$ cat src/rtl/fetch_sequencer.sv
// fetch_sequencer: instruction fetch front end. Drives a word address to a
// combinational instruction memory, registers the returned word with a
// one-cycle latency and hands it to decode over a valid/ready handshake.
// Redirects (taken branches/jumps) flush the held instruction and refetch.
// Optional build macro FETCH_HALT_ON_ZERO_EN: an all-zero instruction word
// parks the sequencer in HALT until a redirect or reset.
module fetch_sequencer #(
  parameter int          ADDR_W   = 6,
  parameter int unsigned RESET_PC = 0
) (
  input  logic              clk,
  input  logic              rst_n,
  input  logic              fetch_en,
  output logic [ADDR_W-1:0] i_mem_addr,
  input  logic [31:0]       i_mem_data,
  output logic [31:0]       instr_out,
  output logic [ADDR_W-1:0] pc_out,
  output logic              instr_valid,
  input  logic              instr_ready,
  input  logic              redirect_valid,
  input  logic [ADDR_W-1:0] redirect_pc,
  output logic              halted
);

  localparam logic [ADDR_W-1:0] RESET_ADDR = ADDR_W'(RESET_PC);

  typedef enum logic [1:0] {
    S_IDLE  = 2'd0,
    S_FETCH = 2'd1,
    S_HALT  = 2'd2
  } state_t;

  state_t            state_q;
  state_t            state_d;
  logic [ADDR_W-1:0] pc;
  logic              transfer;
  logic              do_fetch;
  logic              hit_zero;

  // The memory always sees the current pc; the word comes back this cycle.
  assign i_mem_addr = pc;

  // Decode consumes the held instruction this cycle.
  assign transfer = instr_valid & instr_ready;

  // A new word is captured when fetching is allowed and the output slot is
  // empty or being emptied; a redirect suppresses the capture.
  assign do_fetch = (state_q == S_FETCH) & fetch_en & ~redirect_valid &
                    (~instr_valid | transfer);

`ifdef FETCH_HALT_ON_ZERO_EN
  assign hit_zero = do_fetch & (i_mem_data == 32'd0);
`else
  assign hit_zero = 1'b0;
`endif

  // State register.
  // NOTE: clocked state uses non-blocking (<=) assignments so every register
  // samples pre-edge values and the simulation matches the synthesized flops.
  always_ff @(posedge clk or negedge rst_n) begin
    if (!rst_n) begin
      state_q <= S_IDLE;
    end else begin
      state_q <= state_d;
    end
  end

  // Next-state logic: redirect wins, otherwise fetch_en gates IDLE/FETCH.
  // NOTE: state_d gets a default before any branch so no path leaves it
  // unassigned, which would otherwise infer a latch.
  always_comb begin
    state_d = state_q;
    if (redirect_valid) begin
      state_d = fetch_en ? S_FETCH : S_IDLE;
    end else begin
      case (state_q)
        S_IDLE:  if (fetch_en) state_d = S_FETCH;
        S_FETCH: begin
          if (hit_zero)       state_d = S_HALT;
          else if (!fetch_en) state_d = S_IDLE;
        end
        S_HALT:  state_d = S_HALT;
        default: state_d = S_IDLE;
      endcase
    end
  end

  // Output decode: halted reflects the HALT state only when the feature exists.
  always_comb begin
`ifdef FETCH_HALT_ON_ZERO_EN
    halted = (state_q == S_HALT);
`else
    halted = 1'b0;
`endif
  end

  // Datapath: pc, the output instruction register and its valid flag.
  always_ff @(posedge clk or negedge rst_n) begin
    if (!rst_n) begin
      pc          <= RESET_ADDR;
      instr_out   <= 32'd0;
      pc_out      <= RESET_ADDR;
      instr_valid <= 1'b0;
    end else if (redirect_valid) begin
      // Flush whatever is held and restart from the target next cycle.
      pc          <= redirect_pc;
      instr_valid <= 1'b0;
    end else if (do_fetch) begin
      instr_out   <= i_mem_data;
      pc_out      <= pc;
      instr_valid <= 1'b1;
      // A halting word freezes pc so nothing beyond it is fetched.
      if (!hit_zero) begin
        pc <= pc + ADDR_W'(1);
      end
    end else if (transfer) begin
      // Slot drained with no refill (IDLE, HALT or fetch_en low).
      instr_valid <= 1'b0;
    end
  end

endmodule
$ cat config.mk
export PLATFORM = sky130hd
export DESIGN_NAME = fetch_sequencer
export DESIGN_NICKNAME = d
export VERILOG_FILES = /design/src/rtl/fetch_sequencer.sv
export SDC_FILE = /design/constraint.sdc
export NUM_CORES = 1
export LEC_CHECK = 0
export ABC_AREA = 1
export CORE_MARGIN = 5
export CORE_UTILIZATION = 25
export CTS_CLUSTER_SIZE = 28
export DETAILED_ROUTE_END_ITERATION = 10
export GPL_TIMING_DRIVEN = 1
export PLACE_DENSITY = 0.56
export RECOVER_POWER = 50
export SLEW_MARGIN = 20
export SYNTH_ARGS = -nofsm -noshare
export SYNTH_HDL_FRONTEND = slang
export SYNTH_SLANG_ARGS = --single-unit
$ cat constraint.sdc
create_clock -name clk -period 1.1 [get_ports clk]
set_input_delay 0.22 -clock clk [delete_from_list [all_inputs] [get_ports clk]]
set_output_delay 0.22 -clock clk [all_outputs]
set_load 0.01 [all_outputs]
==> summary.md <==
| Metric | Value |
|---|---|
| Die Footprint | 9930 um2 |
| Clock Skews | 5.42 ps |
| Max Fclk | 831 MHz |
| Storage cell area | 1180 um2 |
| Root buffer cell | clkbuf_8 |
| Reg2reg start | state_q[1] |
| Core area | 7770 um2 |
| HPWL after DPL | 3.81 mm |
| Post-Synthesis Cell Area | 2010 um2 |
| Std cell rows | 32 |
| Top post-synthesis cells by area | dfrtp_1, nand2_1, buf_6 |
| Placed insts | 427 |
| DIE HEIGHT | 99.6 um |
| Main combinational cell family by area after synthesis | simple AND/OR/NAND/NOR gates |
| Status | finished with violations |
| Post-Synth Simple-Gate Area | 29.6% |
| Worst-Skew Late Latency | 300 ps |
| Unique cell type count in the Yosys netlist | 19 |
| Fin crit share | 109% |
| Synthesized area per cell | 8.89 um2 |
| Initial antenna violation count | 1 |
| Violated checks | setup timing |
| Pre-CTS setup slack | -439 ps |
| Type of the worst setup path | reg2reg |
| Port Buffers | 87 |
| Worst setup endpoint | i_mem_addr[5] |
| FF-to-FF End | i_mem_addr[5] |
| Routed via count | 1869 |
| Clock transition at path regs | 90 ps |
| Wire per inst | 12.7 um |
| Pwr Density | 1400 nW/um2 |
| # setup viols final | 42 |
| Fin. Hold Viols | 0 |
| Fill count | 801 |
| WL final | 5.82 mm |
| Maximum clock path buffer count | 2 |
| First-pass GRT wire length | 9.29 mm |
| Hold Crit Class | in2reg |
| Static leakage | 1.74 nW |
| Critical Path Source | state_q[1] |
| Yosys Warn Count | 0 |
| Crit Path Max Fanout | 6 |
| Top-area cell type share of the netlist area | 58.6% |
| Worst path required time | 1340 ps |
| Register-to-register setup slack | -100 ps |
| Crit path capture type | register |
| Worst Reg-to-Reg Cells | 7 |
| GR Overflow Total | 0 |
| Fin Hold WS | 336 ps |
| XOR/XNOR share of the synthesized area | 0.872% |
| RSZ-0062 raised after global routing | true |
| Post-synth top area cell | dfrtp_1 |
| TNS Setup | -2680 ps |
| H-tree levels | 2 |
| Fin. max-slew vios | 0 |
| Area Growth Syn to Fin | 64.5% |
| Least-Margin Pin Slew | 593 ps |
| CTS Buf Count | 5 |
| Final net count | 398 |
| Initial drt markers | 35 |
| Mux cell area share after synthesis | 0% |
| Mapped Cells | 226 |
| Antenna Violating Nets Remaining | 0 |
| Sequential area share after synthesis | 58.6% |
| Crit path launch type | register |
| Number of global-route vias before repair | 1877 |
| Compound-Gate Fraction of Synth Area | 3.43% |
| Initial Utilization | 25.9% |
| Routability Congestion | 0.718 |
| CTS tree | yes |
| Cell Count, Final, Fillers Out | 458 |
| Share of cells above drive strength 1 | 36.1% |
| Io pins | 89 |
| Die W | 99.6 um |
| Arr. time, crit path | 1450 ps |
| First-pass DRT Iterations | 4 |
| Power Total | 4.63 mW |
| Syn Nets | 270 |
| Post-route worst setup slack | -104 ps |
| Worst hold path stage count | 2 |
| Total GRT Usage | 11.6% |
| Area occupied by multi-input gates | 787 um2 |
| Drc violations | 0 |
| Vias/cell | 4.08 |
| Peak supply drop | 0.000550 V |
| Hold Startpoint | redirect_valid |
| Count of state elements after synthesis | 47 |
| Synth Area in Adders | 0.623% |
| Relative slew slack | 60.5% |
| Largest net degree at the start of global routing | 48 |
| CTS sink count | 47 |
| Max-Cap Viols | 0 |
| Tmin final | 1200 ps |
-- sequential cells by signal, indices dropped and copies added, names as in the netlist --
signal / count
instr_out: 32
state_q: 2
instr_valid: 1
pc_out: 6
i_mem_addr: 6
-- layer usage --
layer / global-route usage (%) / vias to the layer above / wire length [um]
li1: - / 948 / -
met1: 15.6 / 848 / 2620
met5: 0 / - / 0
met3: 4.63 / 8 / 508
met4: 3.68 / 0 / 64
met2: 17.0 / 65 / 2630
-- Yosys cell counts, drive strengths merged --
library cell	count
ha	1
dfrtp	47
inv	10
nor2	4
o21ai	5
xor2	2
conb	1
nand2	127
a21boi	2
buf	10
o21bai	1
nor3	1
nand3	13
a21oi	2
-- worst max-delay path: stages, from the launching register on --
cell and delay (ps):
dfrtp_2 450, inv_2 90, nand3_4 80, nor2_4 130, buf_12 140, buf_12 130
nand3_2 80, nand3_2 60
-- placed cells by master, fill, tap and decap left out --
master / Yosys / final
dfrtp_2: 0 / 2
clkinvlp_4: 0 / 2
clkbuf_16: 0 / 1
nand3_1: 12 / 6
o21ai_2: 3 / 3
conb_1: 1 / 1
nor2_4: 2 / 3
nor2_1: 2 / 1
buf_8: 0 / 1
diode_2: 0 / 1
dfrtp_1: 47 / 45
nor3_1: 1 / 1
a21oi_1: 2 / 2
clkbuf_8: 0 / 5
nand2_1: 125 / 114
buf_6: 6 / 6
buf_2: 0 / 43
buf_12: 0 / 5
clkdlybuf4s50_1: 0 / 39
nand2_2: 2 / 13
dlygate4sd2_1: 0 / 2
o21ai_0: 2 / 2
inv_1: 10 / 9
ha_1: 1 / 1
nand3_2: 0 / 6
buf_4: 4 / 32
dlygate4sd3_1: 0 / 1
clkinv_2: 0 / 1
inv_2: 0 / 1
xor2_1: 2 / 2
a21boi_2: 0 / 2
o21bai_1: 1 / 1
nand3_4: 1 / 2
-- stage by stage --
stage | area [um2] | util [%]
after floorplan | 2010 | -
after global placement | 3120 | 40.2
after detailed placement | 3120 | 40.2
after CTS | 3190 | 41.1
after global routing | 3300 | 42.5
final | 3300 | 42.5
-- report_power, final --
part / internal, mW / switching [mW]
Sequential: 2.01 / 0.159
Clock: 0.443 / 0.600
Combinational: 0.751 / 0.661
Total: 3.21 / 1.42
-- cell type report --
type / count / share of cell area, %
flip-flops and latches: 47 / 35.7
repair buffers: 130 / 32.7
multi-input cells: 160 / 23.8
well taps: 102 / 3.86
clock buffers: 5 / 2.08
inverters: 10 / 1.14
clock inverters: 3 / 0.606
diodes: 1 / 0.0758
-- how the worst min path moves through the flow --
stage          slack [ps]            end
4_1_cts               310    instr_valid
3_3_place_gp          230   instr_out[2]
6_report              340    instr_valid
5_1_grt               340    instr_valid
2_1_floorplan         -80  i_mem_addr[0]
3_5_place_dp          230   instr_out[2]
-- timing repair --
item	CTS	global route
resized for setup	194	23
hold endpoints to repair	47	0
setup endpoints to repair	89	57
gates cloned	1	2
hold buffers	1	0
pin swaps	4	5
setup buffers	16	4
-- kinds of logic (layout without fill, tap and decap cells) --
| group | Yosys count | in the layout |
|---|---|---|
| other | 1 | 2 |
| XOR/XNOR | 2 | 2 |
| flip-flops | 47 | 47 |
| AND/OR/NAND/NOR | 145 | 146 |
| buffers and inverters | 20 | 148 |
| AO/OA/AOI/OAI | 10 | 10 |
| adder cells (fa/ha/maj) | 1 | 1 |
Note: power is estimated with default switching activity, not from simulation.
